File: config.mk
export PLATFORM = sky130hd
export DESIGN_NAME = unpack_stream
export DESIGN_NICKNAME = d
export VERILOG_FILES = /design/src/rtl/npu_pkg.sv /design/src/rtl/unpack_stream.sv
export SDC_FILE = /design/constraint.sdc
export NUM_CORES = 1
export LEC_CHECK = 0
export BUFFER_PORTS_ARGS = -buffer_cell sky130_fd_sc_hd__buf_4
export CORE_ASPECT_RATIO = 0.7
export CORE_UTILIZATION = 45
export DETAILED_ROUTE_END_ITERATION = 6
export PLACE_DENSITY = 0.85
export REMOVE_ABC_BUFFERS = 1
export SLEW_MARGIN = 20
export SYNTH_ARGS = -nofsm -noshare
export SYNTH_HDL_FRONTEND = slang
export SYNTH_SLANG_ARGS = --single-unit
File: constraint.sdc
create_clock -name clk -period 1.68 [get_ports clk]
set_clock_uncertainty 0.1 [all_clocks]
set_input_delay 0.252 -clock clk [delete_from_list [all_inputs] [get_ports clk]]
set_output_delay 0.252 -clock clk [all_outputs]
set_load 0.02 [all_outputs]
File: src/rtl/npu_pkg.sv
// Shared NPU datapath constants, state encoding and element-extension helper.
package npu_pkg;

  localparam int BYTE_W = 8;
  localparam int WORD_W = 32;
  localparam int OUT_W  = 24;

  typedef enum logic {
    IDLE  = 1'b0,
    DRAIN = 1'b1
  } unpack_state_t;

  // Widen one byte to the PE operand width, signed or unsigned.
  function automatic logic [OUT_W-1:0] ext_byte(input logic [BYTE_W-1:0] b,
                                                input logic              sign_ext);
    logic signed [BYTE_W-1:0] sb;
    logic        [OUT_W-1:0]  r;
    sb = b;
    if (sign_ext) r = OUT_W'(sb);
    else          r = OUT_W'(b);
    return r;
  endfunction

endpackage

File: src/rtl/unpack_stream.sv
// Word-to-byte unpacker: holds one packed word and emits its bytes LSB first,
// one per cycle, widened to the PE operand width.
module unpack_stream #(
  parameter int LANES  = 4,
  parameter int BYTE_W = 8,
  parameter int OUT_W  = 24
) (
  input  logic                    clk,
  input  logic                    rst,
  input  logic                    clear,
  input  logic                    sign_ext,
  input  logic                    in_valid,
  output logic                    in_ready,
  input  logic [LANES*BYTE_W-1:0] in_data,
  input  logic                    in_last,
  input  logic [1:0]              in_count,
  output logic                    out_valid,
  input  logic                    out_ready,
  output logic [OUT_W-1:0]        out_data,
  output logic                    out_last,
  output logic                    busy
);
  import npu_pkg::*;

  // Byte index of the final byte in a full word.
  localparam logic [1:0] FULL_IDX = 2'(LANES - 1);

  unpack_state_t             state_p1, state_nxt;
  logic [1:0]                idx_p1, idx_nxt;
  logic [1:0]                end_p1, end_nxt;
  logic                      last_p1, last_nxt;
  logic [LANES*BYTE_W-1:0]   word_p1, word_nxt;

  logic                      at_end;
  logic                      out_fire;
  logic                      in_fire;
  logic [BYTE_W-1:0]         byte_sel;

  // Handshake decode and next-state: retire/advance on output accept, load on input accept.
  always_comb begin
    at_end    = (idx_p1 == end_p1);
    out_fire  = (state_p1 == DRAIN) && out_ready;
    // out_ready feeds in_ready combinationally so a new word can load in the
    // same cycle the last byte of the current one leaves.
    in_ready  = !clear && ((state_p1 == IDLE) || (at_end && out_ready));
    in_fire   = in_valid && in_ready;

    state_nxt = state_p1;
    idx_nxt   = idx_p1;
    end_nxt   = end_p1;
    last_nxt  = last_p1;
    word_nxt  = word_p1;

    if (clear) begin
      state_nxt = IDLE;
      idx_nxt   = 2'd0;
      end_nxt   = 2'd0;
      last_nxt  = 1'b0;
      word_nxt  = '0;
    end else begin
      case (state_p1)
        IDLE: begin
          if (in_fire) begin
            state_nxt = DRAIN;
            idx_nxt   = 2'd0;
            end_nxt   = in_last ? in_count : FULL_IDX;
            last_nxt  = in_last;
            word_nxt  = in_data;
          end
        end
        DRAIN: begin
          if (out_fire) begin
            if (!at_end) begin
              idx_nxt = idx_p1 + 2'd1;
            end else if (in_fire) begin
              state_nxt = DRAIN;
              idx_nxt   = 2'd0;
              end_nxt   = in_last ? in_count : FULL_IDX;
              last_nxt  = in_last;
              word_nxt  = in_data;
            end else begin
              state_nxt = IDLE;
              idx_nxt   = 2'd0;
            end
          end
        end
        default: begin
          state_nxt = IDLE;
          idx_nxt   = 2'd0;
        end
      endcase
    end
  end

  // Held-word and control registers; reset drops any word in flight.
  always_ff @(posedge clk or posedge rst) begin
    if (rst) begin
      state_p1 <= IDLE;
      idx_p1   <= 2'd0;
      end_p1   <= 2'd0;
      last_p1  <= 1'b0;
      word_p1  <= '0;
    end else begin
      state_p1 <= state_nxt;
      idx_p1   <= idx_nxt;
      end_p1   <= end_nxt;
      last_p1  <= last_nxt;
      word_p1  <= word_nxt;
    end
  end

  // Output stage: select the current byte and widen it; driven only from registers and sign_ext.
  always_comb begin
    byte_sel  = word_p1[idx_p1*BYTE_W +: BYTE_W];
    out_valid = (state_p1 == DRAIN);
    busy      = out_valid;
    out_data  = out_valid ? ext_byte(byte_sel, sign_ext) : '0;
    out_last  = out_valid && last_p1 && at_end;
  end

endmodule

==> results.yml, run 1 <==
outcome:
  outcome: "finished, violations left"
  failed_checks: "negative setup slack"
detailed_routing:
  detail_route.wl_per_cell_um: 17.0
  ant_nets: 0
  routed_via_count: 1860
  postRouteWirelength_um: 5870
  drt_first_pass_iters: 4
  vias_per_cell: 5.38
  post-route-drc-count: 0
  detailedRoute.firstIterationViolations: 146
clock_tree:
  clkLatencyLatePin_ps: 310
  clock-sinks: 38
  cts-htree-levels: 2
  tritoncts_clock_tree: "built"
  number_of_cts_inserted_buffers: 5
  clock_tree.root_cell: "clkbuf_8"
  max-clock-path-buffers: 2
  cts.clk_slew.worst_paths_ps: 80
global_route:
  overflow: 0
  grt_antenna_before_repair: 0
  grt_max_degree: 39
  first_global_vias: 1834
  grt_total_usage_pct: 26.6
  grt_first_pass_wirelength_um: 8980
synth:
  yosysWarningCount: 0
  post_syn_area_sq_um: 2030
  netlist_instances: 213
  ys_seq_area_share_pct: 46.9
  synth_cell_types: 26
  synth-seq-cells: 38
  postSynthAreaPerCell_sq_um: 9.52
layout:
  layout_common_cells: "buf_4, nand2_1, dfrtp_1, buf_6, a21oi_2"
  area_occupied_by_registers_sq_um: 952
  footprint_of_the_multi_input_gates_sq_um: 1130
  flow.area_growth_from_synthesis_pct: 59.9
  final_common_cell: "buf_4"
  design.final.nets: 331
  share_of_post_route_cells_with_drive_strength_above_1_pct: 62.2
  number_of_antenna_repair_diodes: 0
  number_of_fillers_in_the_final_layout: 286
timing:
  holdWs_ps: 83.1
  share_of_the_cycle_needed_by_the_critical_path_after_routing_pct: 124
  final_period_minus_worst_setup_slack_ps: 2090
  timing.final.max_slew_violations: 0
  timing.fmax_ghz: 0.478
  final_hold_violations: 0
  grt_setup_unrepaired: "true"
  finalSetupViolations: 63
  worst-slew-pin-transition_ps: 489
  fin_worst_setup_slack_ps: -411
  slew-limit-headroom_pct: 67.4
critical_path:
  worstPathArrival_ps: 1740
  crit_required_ps: 1330
  reg2reg_setup_slack_ps: -350
  critical_path_class: "flop to output pin"
  endpoint_kind: "output pin"
  startpoint_type: "flop"
  critical_path_peak_fanout: 7
placement:
  io_buffer_count: 68
  gpl.final_weighted_congestion: 0.776
  dp_hpwl_um: 3220
die:
  die_height_um: 58.2
  floorplan.initialDensity_pct: 46.8
  floorplan.io_pins: 69
  floorplan.rows: 20
  die_outline_width_um: 82.2
  die_area_sq_um: 4780
  core_area_sq_um: 4330
pwr:
  vdd_ir_drop_max_v: 0.000487
  leakage_uw: 0.00152
  total_power_consumption_uw: 2590
  power.density_cell_area_nw_per_um2: 798
job:
  drv_cap: 0
hold_path:
  hold_path_class: "input pin to flop"
[worst max-delay path: stages (launching register included)]
cell	delay, ps
dfrtp_2	440
buf_8	160
buf_12	120
xor2_4	190
nor2_4	60
a21bo_2	210
nor2b_4	120
buf_6	130
[where the power goes]
group          internal, uW  leakage (uW)  switching [uW]  total (uW)
registers               980      0.000506            50.4        1030
clock network           438     0.0000579             368         805
logic                   392      0.000956             359         751
total                  1810       0.00152             777        2590
[routing by layer]
layer / global-route usage (%) / up-vias / wire length (um)
met3: 6.61 / 8 / 446
li1: - / 841 / -
met2: 46.4 / 104 / 3120
met1: 33.2 / 907 / 2230
met5: 0 / - / 0
met4: 6.77 / 0 / 68
[worst paths after layout]
path | start | endpoint | cells past startpoint
min in group asynchronous | rst | end_p1[0] | 4
max in group asynchronous | rst | idx_p1[0] | 4
max | idx_p1[0] | in_ready | 7
min | in_data[30] | word_p1[30] | 3
max reg2reg | idx_p1[0] | word_p1[6] | 8
min reg2reg | word_p1[18] | word_p1[18] | 2
[flip-flops by register name (all words and copies together), names as in the netlist]
register,cells
last_p1,1
word_p1,32
busy,1
idx_p1,2
end_p1,2
[cell families (layout without fill, tap and decap cells)]
kind of cell	count (synthesis)	in the layout	share of synthesized area, %
AND/OR/NAND/NOR	91	92	19.3
AO/OA/AOI/OAI	42	42	11.9
flip-flops	38	38	46.9
buffers and inverters	32	109	11.4
multiplexers	8	8	9.26
XOR/XNOR	2	2	1.23
[timing repair]
action / 4_1_cts / 5_1_grt
endpoints found under the hold margin: 38 / 0
pin swaps: 48 / 5
gates resized for setup: 102 / 23
setup endpoints to repair: 61 / 63
cloned: 7 / 0
buffers inserted: 9 / 2
hold buffers: 1 / 0
[area by class of cell]
class                           instances  share of cell area [%]
Multi-Input combinational cell        144                    34.8
Timing Repair Buffer                   99                    30.1
Sequential cell                        38                    29.4
Clock buffer                            5                    2.12
Tap cell                               55                    2.12
Clock inverter                          3                    1.24
Inverter                                2                   0.232
[stage by stage]
| step | std cells | area (sq um) | utilization [%] | setup TNS, ps | worst slack, ps |
|---|---|---|---|---|---|
| after floorplan | 183 | 1800 | - | -47070 | -1920 |
| after global placement | 321 | 2510 | 57.9 | -5820 | -177 |
| after detailed placement | 321 | 2510 | 57.9 | -9440 | -265 |
| after CTS | 346 | 3180 | 73.4 | -18490 | -374 |
| after global routing | 346 | 3240 | 74.9 | -22860 | -451 |
| final | 346 | 3240 | 74.9 | -20160 | -411 |
[cells in the mapped netlist]
master     instances  area (sq um)
buf_4             17           128
and2_1             9          56.3
inv_1              2          7.51
dfrtp_1           38           951
nand2_1           68           255
mux4_1             2          52.6
nor2b_1            2          12.5
buf_2              1          5.00
o2bb2ai_1          1          8.76
o21bai_1           1          7.51
nand2b_1           2          12.5
clkbuf_1           6          22.5
xor2_2             1          16.3
mux4_2             6           135
or2_2              1          6.26
xor2_1             1          8.76
o21ai_1            2          10.0
and3_1             2          12.5
o31a_1             1          8.76
a21bo_2            1          10.0
nor3_1             2          10.0
nor3b_1            2          15.0
buf_6              6          67.6
a21oi_1           35           175
nor2_1             3          11.3
o31ai_4            1          21.3
No activity file was read; power rests on OpenSTA's default activity.
==> run 2: changes to the inputs <==
--- a/config.mk
+++ b/config.mk
@@ -7,9 +7,10 @@
 export LEC_CHECK = 0
 export BUFFER_PORTS_ARGS = -buffer_cell sky130_fd_sc_hd__buf_4
 export CORE_ASPECT_RATIO = 0.7
-export CORE_UTILIZATION = 45
+export CORE_UTILIZATION = 40
 export DETAILED_ROUTE_END_ITERATION = 6
-export PLACE_DENSITY = 0.85
+export GPL_ROUTABILITY_DRIVEN = 0
+export PLACE_DENSITY = 0.78
 export REMOVE_ABC_BUFFERS = 1
 export SLEW_MARGIN = 20
 export SYNTH_ARGS = -nofsm -noshare
==> run 2 against run 1 <==
Effect of this change:
- the run still ends with negative setup slack left
- largest cell class unchanged
- first-iteration DRC count decreased by 30%
- setup slack got worse by 9.3 ps
- flip-flop and latch count unchanged
- count of clock-buffer cells in the layout increased by 2
- sequential share of layout area decreased by 4.2 points
- combinational power increased by 41%
- fmax decreased by 0.44%
- non-clock buffer count increased by 14
- clock power decreased by 16%
- critical path type unchanged
- die area increased by 12%
==> results.yml, run 2 (synthesized netlist as in run 1, its figures left out) <==
outcome:
  outcome: "finished, violations left"
  failed_checks: "negative setup slack"
pwr:
  power_switching_uw: 926
  power.density_cell_area_nw_per_um2: 740
  total_power_consumption_uw: 2800
  leakage_uw: 0.00188
  swShare_pct: 33.1
  seqPwrFrac_pct: 37.9
  p_int_uw: 1870
  power.share.clock_pct: 24.3
  vdd_ir_drop_max_v: 0.000528
  comb_power_share_pct: 37.8
layout:
  final-instance-count-excl-fill: 374
  number_of_fillers_in_the_final_layout: 291
  area_occupied_by_registers_sq_um: 952
  number_of_antenna_repair_diodes: 0
  share_of_post_route_cells_with_drive_strength_above_1_pct: 77.7
  reg.largest.list: "word_p1: 32 flops, end_p1: 2 flops, idx_p1: 2 flops"
  design.final.nets: 345
  final_common_cell: "buf_4"
  layout_common_cells: "buf_4, nand2_4, dfrtp_1, a21oi_2, buf_6"
  footprint_of_the_multi_input_gates_sq_um: 1470
  most_flops_register: "word_p1"
  largest_register_ff_count: 32
  flow.area_growth_from_synthesis_pct: 86.5
job:
  drv_cap: 0
clock_tree:
  clock_tree.root_cell: "clkbuf_8"
  max-clock-path-buffers: 2
  number_of_cts_inserted_buffers: 5
  clkLatencyLatePin_ps: 300
  cts-htree-levels: 2
  tritoncts_clock_tree: "built"
  cts.clk_slew.worst_paths_ps: 80
  clock-sinks: 38
critical_path:
  crit_required_ps: 1330
  timing.critical_path.max_delay_family: "multiplexers"
  endpoint_kind: "output pin"
  critical_path_peak_fanout: 5
  worst_path_largest_cell_delay_ps: 560
  critical_path_class: "flop to output pin"
  startpoint_type: "flop"
  worstPathArrival_ps: 1750
  critical_path_buf_inv_count: 2
  worstPathCellList: "buf_6 -> mux4_1 -> and2_4 -> buf_4"
  critical-path-slowest-cell: "mux4_1"
die:
  die_outline_width_um: 87.1
  die_area_sq_um: 5360
  floorplan.initialDensity_pct: 41.9
  core_area_sq_um: 4830
  floorplan.rows: 21
  floorplan.io_pins: 69
  die_height_um: 61.6
timing:
  grt_setup_unrepaired: "true"
  final_period_minus_worst_setup_slack_ps: 2100
  fin_worst_setup_slack_ps: -420
  final_hold_violations: 0
  slew-limit-headroom_pct: 66.5
  finalSetupViolations: 63
  worst-slew-pin-transition_ps: 502
  timing.fmax_ghz: 0.476
  timing.final.max_slew_violations: 0
  share_of_the_cycle_needed_by_the_critical_path_after_routing_pct: 125
detailed_routing:
  vias_per_cell: 5.27
  postRouteWirelength_um: 7660
  post-route-drc-count: 0
  detailedRoute.firstIterationViolations: 102
  drt_first_pass_iters: 4
  ant_nets: 0
  routed_via_count: 1972
  detail_route.wl_per_cell_um: 20.5
global_route:
  overflow: 0
  first_global_vias: 2044
  grt_first_pass_wirelength_um: 10800
  grt_total_usage_pct: 28.5
  grt_antenna_before_repair: 0
  grt_max_degree: 39
placement:
  dp_hpwl_um: 3350
  io_buffer_count: 68
  numPlacedInstances: 335
hold_path:
  hold_path_class: "input pin to flop"
-- run 2: layout make-up --
type | count | share of cell area (%)
inverter | 2 | 0.199
sequential | 38 | 25.2
multi-input combinational | 144 | 39.0
clock buffer | 7 | 2.28
clock inverter | 1 | 0.132
tap | 69 | 2.28
timing repair buffer | 113 | 30.9
-- run 2: power by group through the flow --
stage / clock, uW / sequential (uW) / combinational (uW)
2_1_floorplan: 0 / 1040 / 231
3_3_place_gp: 0 / 1030 / 466
3_5_place_dp: 0 / 1040 / 480
4_1_cts: 671 / 1040 / 952
5_1_grt: 729 / 1070 / 1110
6_report: 680 / 1060 / 1060
-- run 2: what timing repair did --
item / in CTS / in global routing
pin swaps: 65 / 39
hold buffers: 1 / 0
gates resized for setup: 134 / 79
buffers inserted: 14 / 13
cloned: 11 / 0
hold endpoints to repair: 30 / 0
endpoints found under the setup margin: 62 / 63
-- run 2: worst paths after layout --
| check | from | to | slack [ps] | depth (start not counted) |
|---|---|---|---|---|
| min reg2reg | word_p1[21] | word_p1[21] | 450 | 2 |
| max in group asynchronous | rst | idx_p1[1] | 590 | 4 |
| min | in_data[13] | word_p1[13] | 100 | 3 |
| max | idx_p1[0] | out_data[0] | -420 | 4 |
| max reg2reg | idx_p1[0] | word_p1[1] | -360 | 9 |
| min in group asynchronous | rst | word_p1[16] | 520 | 4 |
-- run 2: per-layer routing --
layer	track usage, %	wire (um)	share of wire [%]
met5	0	0	0
met4	13.3	159	2.1
met3	7.37	598	7.8
met2	48.5	3940	51
met1	35.0	2960	39
-- run 2: through the flow --
step / instance area, sq um / setup WS [ps] / utilization [%] / hold slack, ps / TNS (ps)
final: 3780 / -420 / 78.2 / 96.0 / -20700
after global routing: 3780 / -465 / 78.2 / 92.3 / -23440
after CTS: 3540 / -390 / 73.3 / 92.9 / -16540
after detailed placement: 2550 / -209 / 52.8 / 303 / -8860
after global placement: 2550 / -145 / 52.8 / 299 / -5110
after floorplan: 1800 / -1920 / - / 215 / -47070
-- run 2: worst register-to-register path, cell delays in order, from the launching register on --
cell and delay (ps):
dfrtp_1 410, buf_6 160, xor2_4 170, buf_6 130
buf_6 110, o31a_4 410, buf_12 160, buf_12 140
nand2_2 70, a21oi_2 60
==> run 3: changes to the inputs <==
--- a/config.mk
+++ b/config.mk
@@ -12,6 +12,7 @@
 export GPL_ROUTABILITY_DRIVEN = 0
 export PLACE_DENSITY = 0.78
 export REMOVE_ABC_BUFFERS = 1
+export SETUP_SLACK_MARGIN = 0.3
 export SLEW_MARGIN = 20
 export SYNTH_ARGS = -nofsm -noshare
 export SYNTH_HDL_FRONTEND = slang
==> run 3 against run 2 <==
Effect of this change:
- the run still ends with negative setup slack left
- non-clock buffer count up 8
- combinational power up 11%
- via count rose by 5.3%
- worst hold slack worse by 5.5 ps
- flip-flop and latch count stayed put
- first-iteration DRC count grew 7.8%
- sequential power hardly changed
- count of clock-buffer cells in the layout did not move
- critical endpoint unchanged
- die area did not move
==> results.yml, run 3 (synthesized netlist as in run 1, its figures left out) <==
critical_path:
  rr_startpoint: "idx_p1[0]"
  critical_path_class: "flop to output pin"
  reg2reg_setup_slack_ps: -450
  worst-path-stages: 4
  critical_path.endpoint: "out_data[0]"
  crit_required_ps: 1330
  critical_path_buf_inv_count: 2
  regToRegEndpoint: "word_p1[25]"
  critical-path-slowest-cell: "mux4_1"
  endpoint_kind: "output pin"
  rr_worst_depth: 11
  timing.critical_path.max_delay_family: "multiplexers"
  worstPathCellList: "buf_6 -> mux4_1 -> and2_4 -> buf_4"
  startpoint_type: "flop"
  startpoint: "idx_p1[0]"
  worstPathArrival_ps: 1810
  worst_path_largest_cell_delay_ps: 590
  critical_path_peak_fanout: 5
clock_tree:
  clock_tree.root_cell: "clkbuf_8"
  max-clock-path-buffers: 2
  clock-sinks: 38
  tritoncts_clock_tree: "built"
  cts.clk_slew.worst_paths_ps: 80
  cts-htree-levels: 2
  number_of_cts_inserted_buffers: 5
  clkLatencyLatePin_ps: 290
timing:
  worst-slew-pin-transition_ps: 513
  timing.fmax_ghz: 0.463
  slew-limit-headroom_pct: 65.8
  share_of_the_cycle_needed_by_the_critical_path_after_routing_pct: 128
  grt_setup_unrepaired: "true"
  finalSetupViolations: 63
  timing.final.max_slew_violations: 0
  final_hold_violations: 0
  final_period_minus_worst_setup_slack_ps: 2160
  fin_worst_setup_slack_ps: -478
pwr:
  vdd_ir_drop_max_v: 0.000554
  total_power_consumption_uw: 2930
  seqPwrFrac_pct: 36.0
  comb_power_share_pct: 40.4
  power.share.clock_pct: 23.6
  power.density_cell_area_nw_per_um2: 745
  power_switching_uw: 972
  p_int_uw: 1960
  leakage_uw: 0.00192
  swShare_pct: 33.2
global_route:
  first_global_vias: 2073
  grt_first_pass_wirelength_um: 11000
  overflow: 0
  grt_max_degree: 39
  grt_total_usage_pct: 29.0
  grt_antenna_before_repair: 0
detailed_routing:
  vias_per_cell: 5.43
  ant_nets: 0
  routed_via_count: 2076
  detailedRoute.firstIterationViolations: 110
  post-route-drc-count: 0
  drt_first_pass_iters: 4
  detail_route.wl_per_cell_um: 22.2
  postRouteWirelength_um: 8490
die:
  floorplan.rows: 21
  die_area_sq_um: 5360
  die_outline_width_um: 87.1
  floorplan.initialDensity_pct: 41.9
  floorplan.io_pins: 69
  die_height_um: 61.6
  core_area_sq_um: 4830
layout:
  post-route-cell-area_sq_um: 3930
  flow.area_growth_from_synthesis_pct: 94.1
  final_common_cell: "buf_4"
  share_of_post_route_cells_with_drive_strength_above_1_pct: 79.2
  most_flops_register: "word_p1"
  reg.largest.list: "word_p1: 32 flops, end_p1: 2 flops, idx_p1: 2 flops"
  largest_register_ff_count: 32
  layout_common_cells: "buf_4, nand2_4, dfrtp_1, a21oi_2, buf_6"
  number_of_antenna_repair_diodes: 0
  design.final.nets: 353
hold_path:
  hold_path_class: "input pin to flop"
placement:
  io_buffer_count: 68
  placed_area_sq_um: 2550
  dp_hpwl_um: 3350
  pre_cts_slack_ps: -209
outcome:
  outcome: "finished, violations left"
  failed_checks: "negative setup slack"
job:
  drv_cap: 0
run 3: changes by cell type in the layout (fill, tap and decap cells not counted), sizes merged:
cell / previous run / this run
buf: 112 / 120
run 3: area by class of cell:
cell class | instances | area, sq um
clock inverters | 1 | 5.00
inverters | 2 | 7.51
well taps | 69 | 86.3
flip-flops and latches | 38 | 953
fillers | 272 | 901
clock buffers | 7 | 86.3
multi-input cells | 144 | 1450
repair buffers | 121 | 1350
run 3: routing by layer:
metal  wire length [um]  vias to the layer above  track usage, %
met4                221                        0            10.2
met3                563                       20            6.30
li1                   -                      897               -
met2               4380                       99            50.4
met1               3330                     1060            36.7
met5                  0                        -               0
run 3: repair_timing:
action / in CTS / in global routing
hold buffers: 1 / 0
endpoints found under the hold margin: 30 / 0
resized for setup: 135 / 69
endpoints found under the setup margin: 66 / 66
pin swaps: 66 / 39
setup buffers: 15 / 12
cloned: 11 / 0
run 3: how the worst min path moves through the flow:
stage                              to  slack (ps)  cells after the start         from
final                     word_p1[25]          90                      3  in_data[25]
after global routing      word_p1[19]          90                      3  in_data[19]
after CTS                  word_p1[5]          90                      3   in_data[5]
after detailed placement  word_p1[16]         300                      3          rst
after global placement    word_p1[16]         300                      3          rst
after floorplan                  busy         220                      1        clear
run 3: worst register-to-register path, stage by stage, from the launching register on:
cell	delay [ps]
dfrtp_1	420
buf_6	160
xor2_4	170
buf_6	140
o31ai_4	280
buf_4	170
buf_8	120
buf_12	110
buf_16	140
buf_12	110
nand2_4	40
a21oi_2	100
run 3: stage by stage:
stage	cells	utilization, %	hold WS [ps]	TNS [ps]
after global routing	382	81.4	93.5	-26700
after floorplan	183	-	215	-47070
after CTS	370	73.6	92.9	-16680
final	382	81.4	90.5	-24180
after global placement	335	52.8	299	-5110
after detailed placement	335	52.8	303	-8860
run 3: power by group through the flow:
stage	sequential (uW)	combinational [uW]	clock [uW]
floorplan	1040	231	0
global placement	1030	466	0
detailed placement	1040	480	0
CTS	1030	960	671
global route	1060	1230	718
finish	1050	1180	691
